<file path="src/rtl/fifo_wr_arbiter.sv">
// -----------------------------------------------------------------------------
// fifo_wr_arbiter
//   Shares the single write port of the 32-bit FIFO between N_REQ producers.
//   Round-robin arbitration with burst grants, valid/ready toward producers,
//   zero-latency pass-through of the granted word onto the FIFO write side.
//
//   Each grant costs one arbitration cycle in IDLE. The grant is released on
//   req_last, after BURST_MAX words, or after TIMEOUT consecutive cycles with
//   the granted producer's valid low. FULL stalls never release the grant.
//
// Ports
//   Clk        : clock, all logic on the rising edge
//   Rst        : synchronous, active-high reset
//   req_valid  : per-producer word valid
//   req_data   : per-producer word, producer i at [i*DATA_W +: DATA_W]
//   req_last   : per-producer end-of-burst marker
//   req_ready  : per-producer accept, one-hot or zero
//   fifo_full  : FIFO FULL flag
//   fifo_en    : FIFO EN, registered, high from the first edge after reset
//   fifo_wr    : FIFO WR, high on a producer handshake
//   fifo_din   : FIFO dataIn, granted word on a handshake, else zero
//   grant_id   : current / last granted producer
//   busy       : high while a grant is held
//
// Optional feature
//   `define FIFO_ARB_PRIO_EN : producer 0 wins every arbitration it takes part
//   in, and releasing a producer-0 grant leaves the round-robin pointer alone.
// -----------------------------------------------------------------------------
module fifo_wr_arbiter #(
  parameter int DATA_W    = 32,
  parameter int N_REQ     = 4,
  parameter int BURST_MAX = 4,
  parameter int TIMEOUT   = 8
) (
  input  logic                       Clk,
  input  logic                       Rst,
  input  logic [N_REQ-1:0]           req_valid,
  input  logic [N_REQ*DATA_W-1:0]    req_data,
  input  logic [N_REQ-1:0]           req_last,
  output logic [N_REQ-1:0]           req_ready,
  input  logic                       fifo_full,
  output logic                       fifo_en,
  output logic                       fifo_wr,
  output logic [DATA_W-1:0]          fifo_din,
  output logic [$clog2(N_REQ)-1:0]   grant_id,
  output logic                       busy
);

  localparam int GW = $clog2(N_REQ);
  localparam int BW = $clog2(BURST_MAX + 1);

  localparam logic [0:0] S_IDLE  = 1'b0;
  localparam logic [0:0] S_GRANT = 1'b1;

  localparam logic [BW-1:0] BURST_LAST = BW'(BURST_MAX - 1);
  localparam logic [7:0]    IDLE_LAST  = 8'(TIMEOUT - 1);
  localparam logic [GW-1:0] ID_LAST    = GW'(N_REQ - 1);

  logic [0:0]       state;
  logic [GW-1:0]    rr_ptr;
  logic [BW-1:0]    burst_cnt;
  logic [7:0]       idle_cnt;

  logic [N_REQ-1:0] hi_valid;
  logic [GW-1:0]    pick;
  logic             granted_live;
  logic             handshake;
  logic             release_now;
  logic [GW-1:0]    rr_next;

  // Round-robin pick: lowest requester at or above rr_ptr, otherwise wrap to
  // the lowest requester overall.
  // NOTE: every always_comb output gets a default first, so no path leaves it
  // unassigned and no latch is inferred.
  always_comb begin
    hi_valid = '0;
    pick     = '0;
    for (int i = 0; i < N_REQ; i++) begin
      hi_valid[i] = req_valid[i] && (GW'(i) >= rr_ptr);
    end
    for (int i = N_REQ - 1; i >= 0; i--) begin
      if (req_valid[i]) pick = GW'(i);
    end
    for (int i = N_REQ - 1; i >= 0; i--) begin
      if (hi_valid[i]) pick = GW'(i);
    end
`ifdef FIFO_ARB_PRIO_EN
    if (req_valid[0]) pick = '0;
`endif
  end

  // Rst gates the producer side in the very cycle it is sampled, so a word
  // offered then is not accepted and the producer re-presents it later.
  assign granted_live = (state == S_GRANT) && !Rst;
  assign handshake    = granted_live && req_valid[grant_id] && !fifo_full;
  assign busy         = (state == S_GRANT);
  assign rr_next      = (grant_id == ID_LAST) ? '0 : grant_id + 1'b1;

  // A FULL stall (valid high, FIFO full) matches neither term and holds.
  assign release_now = (state == S_GRANT) &&
                       ((handshake && (req_last[grant_id] || burst_cnt == BURST_LAST)) ||
                        (!req_valid[grant_id] && idle_cnt == IDLE_LAST));

  always_comb begin
    req_ready = '0;
    if (granted_live) req_ready[grant_id] = !fifo_full;
    fifo_wr  = handshake;
    fifo_din = handshake ? req_data[int'(grant_id)*DATA_W +: DATA_W] : '0;
  end

  // NOTE: sequential state uses non-blocking assignments only, so every
  // register samples the pre-edge values regardless of statement order.
  always_ff @(posedge Clk) begin
    if (Rst) begin
      state     <= S_IDLE;
      rr_ptr    <= '0;
      grant_id  <= '0;
      burst_cnt <= '0;
      idle_cnt  <= '0;
      fifo_en   <= 1'b0;
    end else begin
      fifo_en <= 1'b1;
      case (state)
        S_IDLE: begin
          if (|req_valid) begin
            grant_id  <= pick;
            burst_cnt <= '0;
            idle_cnt  <= '0;
            state     <= S_GRANT;
          end
        end
        S_GRANT: begin
          if (handshake) begin
            burst_cnt <= burst_cnt + 1'b1;
            idle_cnt  <= '0;
          end else if (!req_valid[grant_id]) begin
            idle_cnt <= idle_cnt + 1'b1;
          end
          if (release_now) begin
            state <= S_IDLE;
`ifdef FIFO_ARB_PRIO_EN
            if (grant_id != '0) rr_ptr <= rr_next;
`else
            rr_ptr <= rr_next;
`endif
          end
        end
        default: state <= S_IDLE;
      endcase
    end
  end

endmodule

</file>
<file path="config.mk">
export PLATFORM = sky130hd
export DESIGN_NAME = fifo_wr_arbiter
export DESIGN_NICKNAME = d
export VERILOG_FILES = /design/src/rtl/fifo_wr_arbiter.sv
export SDC_FILE = /design/constraint.sdc
export NUM_CORES = 1
export LEC_CHECK = 0
export BUFFER_PORTS_ARGS = -buffer_cell sky130_fd_sc_hd__buf_2
export CAP_MARGIN = 20
export CORE_UTILIZATION = 40
export DETAILED_ROUTE_END_ITERATION = 10
export GPL_ROUTABILITY_DRIVEN = 0
export GPL_TIMING_DRIVEN = 0
export PLACE_DENSITY = 0.84
export SETUP_SLACK_MARGIN = 0.5
export SYNTH_ARGS = -nofsm -noshare
export SYNTH_HDL_FRONTEND = slang
export SYNTH_SLANG_ARGS = --single-unit
</file>
<file path="constraint.sdc">
create_clock -name Clk -period 3.4 [get_ports Clk]
set_input_delay 0.51 -clock Clk [delete_from_list [all_inputs] [get_ports Clk]]
set_output_delay 0.51 -clock Clk [all_outputs]
set_load 0.02 [all_outputs]
</file>
# == Word level (Yosys, flattened, before mapping) ==
# Index checks and enable logic that the tools add are counted.
# totals
ff_bits,17
input_bits,139
elab_cells,73
# classes
n_addsub,3
order_cmp,6
eq_ne,6
n_shift,1
muxes,28
bitwise,2
n_reduce_logical,21
# op_table
operator,n
128-bit by 8-bit indexed part select with 32-bit output,1
32-bit two-way mux,1
8-bit two-way mux,3
2-bit two-way mux,9
8-bit one-hot mux with 2 select lines,1
1-bit logical AND,11
"8-bit by 1-bit adder with 8-bit output, second input constant",1
"8-bit by 3-bit == test with 1-bit output, second input constant",1
2-bit AND reduction,4
1-bit two-way mux,6
3-bit two-way mux,2
3-bit one-hot mux with 2 select lines,1
4-bit AND,1
1-bit binary-select mux with 2-bit select,2
"1-bit by 2-bit >= comparator with 1-bit output, first input constant",2
"2-bit >= comparator, first input constant",2
4-bit two-way mux,1
4-bit OR reduction,1
"3-bit by 1-bit adder with 3-bit output, second input constant",1
"3-bit by 2-bit == test with 1-bit output, second input constant",1
1-bit logical NOT,3
"2-bit by 3-bit less-than comparator with 1-bit output, second input constant",1
"3-bit inequality test, second input constant",1
"2-bit by 1-bit adder with 2-bit output, second input constant",1
other kinds (8),9

# == Longest topological paths before layout ==
# Gate-level depths: netlist (run 1).
# logic_depth
word_depth,9
ltp_mapped,7
depth_no_buf,5

# == Worst setup path after synthesis (run 1) ==
# OpenSTA, ideal clock, no wires.
# synth_timing
path_kind,input-to-output
startpoint,in Rst
endpoint,out fifo_din[22]
arrival_ns,1.859
slack_ns,1.031
path_stages,6
path_buffers,2
path_cell_list,buf_2 -> nor4b_1 -> a22oi_2 -> inv_1 -> clkbuf_1 -> and2_1
# synth_via
elab_chain_len,5
# synth_rtl
element,line_no,rtl
"start, declared",36,"input logic Rst,"
1-bit logical NOT,94,assign granted_live = (state == S_GRANT) && !Rst;
1-bit logical AND,94,
1-bit logical AND (2 in a row),95,assign handshake = granted_live && req_valid[grant_id] && !fifo_full;
named net fifo_wr,43,"output logic fifo_wr,"
32-bit two-way mux,108,fifo_din = handshake ? req_data[int'(grant_id)*DATA_W +: DATA_W] : '0;
"end, declared",44,"output logic [DATA_W-1:0] fifo_din,"
# The timed path passes the listed nets, and every way through them passes these cells.

# == Worst setup path in the final report (run 1) ==
# layout_timing
startpoint,reg grant_id[1]
endpoint,out fifo_din[6]
# layout_via
elab_chain_len,5
# layout_rtl
element,line_no,rtl
"start, declared",45,"output logic [$clog2(N_REQ)-1:0] grant_id,"
"start signal, assigned",126,grant_id <= pick;
branches (longest 4 deep; another with 128-bit by 8-bit indexed part select with 32-bit output),n/a,
32-bit two-way mux *,108,
# Every way passes the cells marked *. The select of a mux whose other input is x is not followed.

==> results.txt, run 1 <==
The flow ran to the end, and the final reports show no timing, DRC or antenna violations. The number of hold violations in the final report came out at 0. The core region is 5075 µm². The wire length per cell came out at 15.95 µm.

The family with the most delay on the worst path is buffers and inverters. The worst hold path begins at burst_cnt[2]. Counting instances in the post-synthesis netlist gives the leading cell types as mux4_2, and2_1, dfxtp_1. The netlist uses 43 different library cells. The die footprint came out at 5549 µm². The reported leakage power came out at 1.552 nW. The share of cells above drive strength 1 came out at 59.09%.

After clock tree synthesis, the flow added hold-fix buffers numbering 0. The critical path contains buffers and inverters numbering 3 combined. In this run the clock root is driven by a clkbuf_8. In the routed layout, each cell is associated on average with a via count of 5.385. Counting flops and latches in the post-synthesis netlist gives 17.

The clock insertion delay at the later pin of the skew report came out at 0.26 ns. The critical path data arrival time came out at 2.29 ns. The starting density of the core came out at 41.42%. The final-layout worst hold slack is 0.4717 ns.

The number of I/O pins is 180. The number of levels the H-tree was split into came out at 1. The post-route clock period utilization came out at 82.49%. The number of enable flip-flop cells after synthesis is 0. Static timing analysis puts the maximum clock frequency at 356.6 MHz.

The number of antenna violations at the first check in global routing came to 2. The reg-to-reg setup timing slack is 1.33 ns. The worst setup path is captured at a primary output. The clock tree from TritonCTS is built.

The start of the worst register-to-register path is grant_id[0]. The number of CTS-inserted buffers came out at 3. After global routing the overflow that remains totals 0.

After synthesis the cells add up to 2102 µm². Setup repair after global routing left no endpoint under its margin. Averaged over all synthesized cells, the footprint is 9.962 µm². The stage delay of the slowest cell on the critical path came out at 0.51 ns. The worst min-delay path endpoint is burst_cnt[2]. The biggest area contributor in the post-synthesis netlist is mux4_2.

Of all nets on the critical path, the largest fanout is 10. Counting instances, the worst hold path has a depth of 2. The transition time of the tightest slew-check pin is 0.6165 ns. The most used cell along the critical path is buf_2. Headroom to the max-slew limit came out at 58.90%. The net count of the finished layout is 543.

The floorplan die height is 74.49 µm. The number of nets handed over by synthesis was 357. The HPWL reported at the end of detailed placement is 6054 µm. The total power per unit cell area is 224.4 nW/µm².

The via count of the first global-routing pass came to 2086. The post-route antenna net violation count is 0. The cell row count came out at 26.

The endpoint identified for the worst register-to-register timing path is rr_ptr[0]. The number of I/O port buffers is 179. After the first detailed-routing iteration, the DRC count stood at 78. The overall via count from detail_route came out at 2520.

Measured along the x axis, the die boundary spans 74.49 µm. The pin count of the biggest net entering global routing is 11. By instance count, the leading cell after synthesis is mux4_2. The critical path is of the reg -> out type. During synthesis, Yosys emitted a total of 0 warnings.

The first TritonRoute pass finished after 4 iterations. The summed negative setup slack over all endpoints came out at 0 ns. Walking the worst path, the cells encountered are buf_2 -> clkbuf_1 -> mux4_2 -> and2_1 -> buf_2.

The clock transition at the registers of the reported paths came out at 0.07 ns. Cells fill 62.35% of the core in the end. The tightest min-delay check is of the reg -> reg type. Of the post-synthesis cell area, the dominant cell type holds 36.43%.

Counting flops with an async set or reset pin after synthesis yields a share of 0%. The buffer levels on the longest clock path came out at 2. The synthesis-to-layout area growth is 50.54%.

In the global route stage, overall resource usage came out at 23.52%. The number of cells on the critical path came out at 5. After detailed routing, the total wire length is 7463 µm.

For the worst flop-to-flop path, the logic depth is 5. The first-pass GRT wire length came out at 9825 µm. The maximum VDD drop is 0.1707 mV. The count of max-cap constraint violations came out at 0. The TritonCTS sink count is 17.

The worst clock skew came out at 0.001878 ns. For this run, the leading register cell type out of synthesis is dfxtp_1. The gate count after technology mapping is 211.

The final-report max-slew violation count came out at 0. By area the synthesized netlist is led by mux4_2, dfxtp_1, and2_1. The total DRC errors in the routed layout is 0. The share of the yosys chip area belonging to registers is 16.19%. The worst setup path is launched from a flop. At the worst endpoint, the required time is 2.89 ns. The clock period minus worst slack is 2.805 ns. The critical path's slowest cell is clkbuf_1.

The setup violation total in the final timing report is 0.
==> tightest hold or removal path, cell delays in order, from the launching register on <==
cell and delay [ns]:
dfxtp_1 0.31, nand3_1 0.06, a21oi_1 0.06
==> metrics by stage <==
step | cells | power, mW | setup slack [ns] | area, µm²
global route | 467 | 0.7457 | 0.4954 | 3162
global placement | 460 | 0.5414 | 0.6653 | 3085
CTS | 464 | 0.7066 | 0.5630 | 3132
floorplan | 211 | 0.4206 | 1.031 | 2102
detailed placement | 460 | 0.5510 | 0.5987 | 3085
finish | 468 | 0.7101 | 0.5954 | 3164
==> cell families after synthesis <==
| kind of cell | after synthesis | synth area share (%) |
|---|---|---|
| simple gates | 90 | 24.94 |
| mux | 39 | 38.99 |
| compound gates | 33 | 10.60 |
| buf+inv | 25 | 5.118 |
| flops | 17 | 16.19 |
| fa+ha+maj | 7 | 4.166 |
==> how the worst max path moves through the flow <==
stage                      from            to  slack [ns]
floorplan                   Rst  fifo_din[22]        1.03
global placement            Rst  fifo_din[20]        0.67
detailed placement          Rst  fifo_din[15]        0.60
CTS                 grant_id[0]  fifo_din[15]        0.56
global route        grant_id[1]  fifo_din[17]        0.50
finish              grant_id[1]   fifo_din[6]        0.60
==> repair_timing <==
action | CTS | global route
setup buffers | 0 | 2
endpoints found under the setup margin | 0 | 20
resized for setup | 0 | 2
==> per-layer routing <==
layer,vias to the layer above,GRT usage (%),routed length (µm)
li1,1191,-,-
met1,1170,29.81,2936
met2,139,39.84,3681
met3,20,4.878,672
met4,0,7.966,172
met5,-,0,0
==> state kept, by name (all words and copies together) (netlist names) <==
name	cells
idle_cnt	8
busy	1
grant_id	2
fifo_en	1
burst_cnt	3
rr_ptr	2
==> cells in the final DEF (no fill, tap or decap), types with 3 or more instances in the layout <==
cell	instances
a21oi_1	12
and2_1	32
and3_1	7
buf_2	184
buf_4	4
clkbuf_1	9
clkbuf_8	3
dfxtp_1	17
ha_1	7
inv_1	8
mux4_2	34
nand2_1	10
nand2b_1	3
nand3_1	11
nor2_1	11
nor3_1	3
o21ai_0	6
==> where the power goes <==
part | internal [mW] | switching (mW) | total, mW
Clock | 0.0816 | 0.0752 | 0.157
Combinational | 0.182 | 0.155 | 0.337
Sequential | 0.207 | 0.0101 | 0.217
Total | 0.470 | 0.240 | 0.710
==> cell type report <==
class | instances | area, µm²
buffer | 17 | 77.57
antenna | 2 | 5.005
clock buffer | 3 | 41.29
fill | 455 | 1911
multi-input combinational | 169 | 1667
timing repair buffer | 181 | 910.9
tap | 70 | 87.58
inverter | 8 | 30.03
sequential | 17 | 340.3
clock inverter | 1 | 5.005
No activity file was read; power rests on OpenSTA's default activity.
==> run 2, diff against run 1 <==
- CORE_UTILIZATION: 40 -> 39
- PLACE_DENSITY: 0.84 -> 0.82
- clock period: 3.4 -> 2.6 ns (I/O delays scaled with it)
==> run 2 against run 1 <==
- total power increased by 45%
- sequential cell count unchanged
- global-route usage increased by 4.6 points
- clock power increased by 30%
- utilization increased by 9.6 points
- die area increased by 2.5%
==> results.txt, run 2 (synthesis results as in run 1) <==
For the pin with the worst max-slew slack, the measured transition is 0.5208 ns. The overall via count from detail_route came out at 2687. The net count of the finished layout is 553. The number of DRC markers in iteration 0 is 95. In the routed design, unresolved DRC markers number 0. The x dimension of the die is 75.42 µm.

In this design, the stage delay of the slowest critical-path cell is 0.39 ns. More flip-flops sit in one register than any other, and that register is idle_cnt. The maximum fanout encountered on the critical timing path is 7. The clock transition at the registers of the reported paths came out at 0.07 ns. CTS saw 17 sinks. The floorplan die height came out at 75.42 µm. The post-route clock period utilization came out at 83.61%. The synthesis-to-layout area growth came out at 75.89%. Pin placement for this block handled 180 I/O pins. Walking the worst path, the cells encountered are mux2_4 -> a22oi_2 -> inv_2 -> buf_8 -> buf_8 -> and2_4 -> buf_6. The die covers 5687 µm². The cell row count came out at 26. After detailed routing, the average wire length per cell comes to 18.06 µm. The largest registers in the layout are idle_cnt x8, burst_cnt x3. The critical path data arrival time is 1.78 ns. The global-route usage over all layers came out at 28.17%. STA classifies the critical path startpoint as a flop. The total buffers and inverters traversed by the critical path came out at 4. The tightest min-delay check is of the reg -> reg type.

The length of the first detailed-routing pass in iterations came out at 4. Counting along the longest clock path gives a buffer depth of 2. For this block, the routed nets add up to 8633 µm of wire. The starting density of the core came out at 40.90%.

In this design, the largest share of critical-path delay is due to buffers and inverters. TritonCTS built the clock tree. The slowest stage of the critical path belongs to the cell dfxtp_4. The number of antenna violations at the first check in global routing was 4. The via count of the first global-routing pass is 2451. Setup repair after global routing could not meet its margin everywhere. For this run the aggregate overflow at the end of global routing stands at 0. The first global-routing pass estimated 11790 µm of wire. The reported leakage power came out at 1.736 nW. The post-route antenna net violation count came out at 0. The run finished with clean final reports. Setup violations remaining at the end of the flow were counted as 0. The final-report max-slew violation count was 0. The clock insertion delay at the later pin of the skew report came out at 0.26 ns. For the worst setup path, the data required time is 2.21 ns.

The worst setup path is captured at a primary output. Counting I/O delays and the setup requirement, the final critical path takes 2.174 ns. The maximum VDD drop came out at 0.3102 mV. The share of cells above drive strength 1 came out at 69.95%. The top cell types in the final layout, fill and taps aside, are buf_2, buf_6, mux4_2. The number of I/O port buffers is 179.

The library cell used most frequently in the layout, excluding fill and tap cells, is buf_2. The number of CTS-inserted buffers is 3. Adding up every negative setup slack in the final design gives 0 ns.

The HPWL reported at the end of detailed placement came out at 6186 µm. CTS built an H-tree with a depth of 1. The worst clock skew is 0.006193 ns. The total power per unit cell area came out at 279.0 nW/µm².

The area of the placeable core came out at 5140 µm². The buffer cell driving the clock tree root is clkbuf_8. For this run, the top clock speed supported by timing is 460.0 MHz. Across the run, the number of max-cap violations was 0.

By instance count, the cell type seen most on the critical path is buf_8. The critical path is of the reg -> out type. At the end of the flow the core is filled with cells to 71.93%. The flip-flop count of the largest register after layout came out at 8.

The routed via count divided by cell count is 5.621. The number of hold violations in the final report is 0. The worst pin sits at a relative slew slack of 65.28%. Entering global routing, the biggest net connects 11 pins. The final-layout worst hold slack came out at 0.4822 ns.
## run 2: changes by cell type in the layout (fill, tap and decap cells not counted), sizes merged
cell    before  now
buf        189  202
clkbuf      12   10
clkinv       1    0
## run 2: final cells by class
| type | count | area, µm² |
|---|---|---|
| fillers | 373 | 1443 |
| plain buffers | 17 | 200.2 |
| inverters | 8 | 30.03 |
| clock buffers | 4 | 45.04 |
| multi-input cells | 169 | 1760 |
| repair buffers | 191 | 1220 |
| well taps | 70 | 87.58 |
| flip-flops and latches | 17 | 349.1 |
| diodes | 2 | 5.005 |
## run 2: report_power, final
part           switching (mW)  leakage (nW)  internal [mW]
registers              0.0148         0.140          0.270
clock network          0.0953        0.0228          0.109
logic                   0.229          1.57          0.313
## run 2: stage by stage
stage,std cells,power (mW),setup WS (ns),area [µm²]
2_1_floorplan,211,0.5524,0.5137,2110
3_3_place_gp,460,0.7155,0.07196,3093
3_5_place_dp,460,0.7250,0.03399,3093
4_1_cts,476,1.012,0.4110,3655
5_1_grt,477,1.084,0.3848,3695
6_report,478,1.032,0.4263,3697
## run 2: layer usage
metal,global-route usage (%),up-vias,part of all wire (%)
li1,-,1209,-
met1,34.95,1294,38
met2,45.93,160,49
met3,8.862,22,10
met4,10.91,2,3.1
met5,0,-,0.093
## run 2: timing repair
action                     CTS  global route
pin swaps                    1             1
cloned                       3             0
gates resized for setup    134            15
setup endpoints to repair   36            35
setup buffers                9             0
hold buffers                 0             0
## run 2: worst paths after layout
path | startpoint | end | slack [ns] | cells past startpoint
setup reg to reg | grant_id[0] | rr_ptr[0] | 0.62 | 6
setup / recovery | grant_id[0] | fifo_din[16] | 0.43 | 7
hold / removal | burst_cnt[1] | burst_cnt[1] | 0.48 | 2
hold reg to reg | burst_cnt[1] | burst_cnt[1] | 0.48 | 2
## run 2: worst min-delay path, cell delays in order (launching register included)
cell and delay (ns):
dfxtp_1 0.32, nand3_1 0.06, a21oi_1 0.06
==> run 3, diff against run 2 <==
- ABC_AREA: unset -> 1
- CORE_UTILIZATION: 39 -> 40
- PLACE_DENSITY: 0.82 -> 0.83
- clock period: 2.6 -> 2.2 ns (I/O delays scaled with it)
==> run 3 against run 2 <==
- the run now ends with setup timing left
- clock-buffer cell count down 1
- sequential power up 16%
- routed wire length up 59%
- setup slack worse by 0.44 ns
- total power up 31%
- design area up 26%
- cell count up 47%
- hold slack worse by 0.080 ns
- critical path type unchanged
==> results.txt, run 3 <==
The first-pass GRT wire length is 17440 µm. The residual overflow from global routing is 0. The number of nets produced by synthesis is 563.

The cell row count came out at 26. More flip-flops sit in one register than any other, and that register is idle_cnt. The depth of the most critical reg-to-reg path came out at 15. The family with the most delay on the worst path is buffers and inverters. The largest total area in the synthesized netlist belongs to nor2_1. The number of I/O port buffers is 178.

The largest registers in the layout are idle_cnt x8, burst_cnt x3. The post-route antenna net violation count came out at 0. The floorplan die height is 75.73 µm. Entering global routing, the biggest net connects 11 pins. The gate count after technology mapping is 417. STA classifies the critical path startpoint as a flop.

During synthesis, Yosys emitted a total of 0 warnings. The tightest min-delay check is of the in -> reg type. The critical path's slowest cell is dfxtp_4. After detailed routing, the number of remaining DRC violations is 0. The x dimension of the die is 75.73 µm. The mapped netlist covers 2175 µm². The number of CTS-inserted buffers came out at 3. The flow ran to the end, but the final reports show violations. The fraction of synthesized cell area taken by the top area cell type came out at 25.37%. The length of the first detailed-routing pass in iterations is 6. Setup repair after global routing could not meet its margin everywhere. The worst min-delay path endpoint is grant_id[0]. The die footprint came out at 5735 µm².

The stage delay of the slowest cell on the critical path is 0.35 ns. The register with the most flip-flops in the layout has 8 of them. The final reports fail on setup timing.

The TritonCTS sink count came out at 17. The critical hold path startpoint is Rst. TritonCTS built the clock tree. Counting flops with a built-in enable in the synthesized netlist gives 0.

The post-route clock period utilization is 100.8%. Sorting the synthesized cells by area gives the leading types as nor2_1, o21ai_0, dfxtp_1. The clock passes through at most 2 buffers. The number of cells in the finished layout apart from fillers came out at 701. The count of max-cap constraint violations came out at 0. In the layout the commonest cells are buf_2, nor2_1, buf_6. The number of antenna violations at the first check in global routing is 0.

The number of distinct library cell variants in the gate-level netlist after synthesis came out at 25. The most numerous cell type found on the critical path is buf_6. The clock transition at the registers of the reported paths is 0.07 ns. The maximum VDD drop is 0.5207 mV. Relative to the synthesized area, the layout overhead comes to 114.7%. The reg-to-reg setup timing slack is 0.36 ns.

The cell area after placement is 3523 µm². The async set-reset flop share out of synthesis came out at 0%. The number of hold violations in the final report came out at 0. The worst register-to-register path begins at grant_id[0]. The area of the placeable core is 5172 µm². The clock insertion delay at the later pin of the skew report is 0.26 ns. The total power of the final layout is 1.355 mW. The share of the core filled with cells in the final layout came out at 90.25%. The aggregate routed wire length came out at 13700 µm. The upper clock frequency limit is 450.9 MHz. The number of levels the H-tree was split into came out at 1. The endpoint identified for the worst register-to-register timing path is rr_ptr[0].

The post-synthesis sequential element count is 17. The number of I/O pins is 180. Across all setup checks in the final design, the least slack found is -0.01767 ns. The finished cells cover 4668 µm². Once detailed placement completed, the half-perimeter wirelength came to 7035 µm. At the pin with the least slew margin, the transition time is 0.4566 ns. The final-report max-slew violation count is 0.

The critical path goes through buf_6 -> buf_6 -> buf_8 -> buf_6 -> nor2_1 -> nor2_1 -> o21ai_2 -> a21oi_4 -> buf_4. The commonest cells after synthesis are nor2_1, o21ai_0, a21oi_1. The share of cells above drive strength 1 came out at 55.40%.

The endpoint class of the critical path is a primary output. In this run the number of cells on the critical path is 9. The final layout contains 777 nets. The clock period minus worst slack came out at 2.218 ns. The library cell used most frequently in the layout, excluding fill and tap cells, is buf_2. The overall via count from detail_route came out at 4193. The critical path data arrival time came out at 1.89 ns. The maximum fanout encountered on the critical timing path is 10. The first element of the critical path is grant_id[0]. In the final routed layout, each cell accounts on average for 19.54 µm. The buffer cell driving the clock tree root is clkbuf_8. Headroom to the max-slew limit came out at 69.56%. The total power per unit cell area is 290.2 nW/µm². The worst setup path is of the reg -> out kind. The total buffers and inverters traversed by the critical path came out at 5.

After detailed routing, the number of vias per cell comes to 5.981. For this design the static power due to leakage is 2.139 nW. The per-instance average area after synthesis is 5.215 µm². The number of DRC markers in iteration 0 came out at 379. The cell count of the worst hold path is 2. Among all flip-flop cells after synthesis, the most frequent one is dfxtp_1. Setup violations remaining at the end of the flow were counted as 1. The via count of the first global-routing pass came out at 3615. The initial utilization of the core area, before any placement, comes to 42.04%. For this run, the register share of the synthesized area comes to 15.65%. The worst clock skew is 0.003035 ns. The global-route usage over all layers came out at 40.54%.

The cell count after placement is 665. The required time of the worst setup path is 1.87 ns. The worst slack at placement is 0.1187 ns. The cell with the most instances after synthesis is nor2_1.
[run 3: worst max-delay path by stage]
stage	slack, ns	endpoint
final	-0.02	fifo_din[23]
after global routing	-0.13	fifo_din[23]
after CTS	0.21	fifo_din[29]
after detailed placement	0.12	fifo_din[1]
after global placement	0.13	fifo_din[1]
after floorplan	0.47	fifo_din[14]
[run 3: logic make-up (layout without fill, tap and decap cells)]
group                    after synthesis  after routing  share of synthesized area, %
AO/OA/AOI/OAI                        119            119                         27.50
XOR/XNOR                               2              2                        0.8057
adder cells (fa/ha/maj)                7              7                         4.027
buffers and inverters                 54            267                         10.93
flip-flops                            17             17                         15.65
other                                  0              1                             0
AND/OR/NAND/NOR                      218            218                         41.08
[run 3: power breakdown]
part / switching [mW] / internal [mW]
clock network: 0.119 / 0.126
logic: 0.440 / 0.340
registers: 0.0124 / 0.317
total: 0.571 / 0.784
[run 3: metrics by stage]
stage / setup TNS [ns] / hold WS (ns)
global route: -0.2245 / 0.3858
detailed placement: 0 / 0.4538
CTS: 0 / 0.3858
floorplan: 0 / 0.4284
global placement: 0 / 0.4484
finish: -0.01767 / 0.4017
[run 3: area by class of cell]
type | instances | area [µm²]
fillers | 235 | 504.2
diodes | 1 | 2.502
well taps | 70 | 87.58
inverters | 27 | 113.9
clock inverters | 1 | 5.005
repair inverters | 1 | 6.256
flip-flops and latches | 17 | 351.6
plain buffers | 27 | 310.3
multi-input cells | 346 | 2243
clock buffers | 3 | 41.29
repair buffers | 208 | 1506
[run 3: repair_timing]
item / in CTS / in global routing
pin swaps: 8 / 20
cloned: 8 / 1
setup endpoints to repair: 36 / 46
buffers inserted: 15 / 7
resized for setup: 192 / 68
hold buffers: 0 / 0
[run 3: routing by layer]
| layer | vias to the layer above | wire length (µm) | GRT usage (%) | part of all wire (%) |
|---|---|---|---|---|
| met1 | 1893 | 4499 | 45.92 | 33 |
| li1 | 1793 | - | - | - |
| met4 | 0 | 1092 | 24.49 | 8.0 |
| met3 | 136 | 1510 | 8.730 | 11 |
| met2 | 371 | 6598 | 69.74 | 48 |
| met5 | - | 0 | 0 | 0 |
[run 3: worst register-to-register path, delay by kind of cell, from the launching register on]
kind,cells,cell delay [ns]
buffers and inverters,6,0.65
flip-flops,1,0.35
AND/OR/NAND/NOR,9,0.74
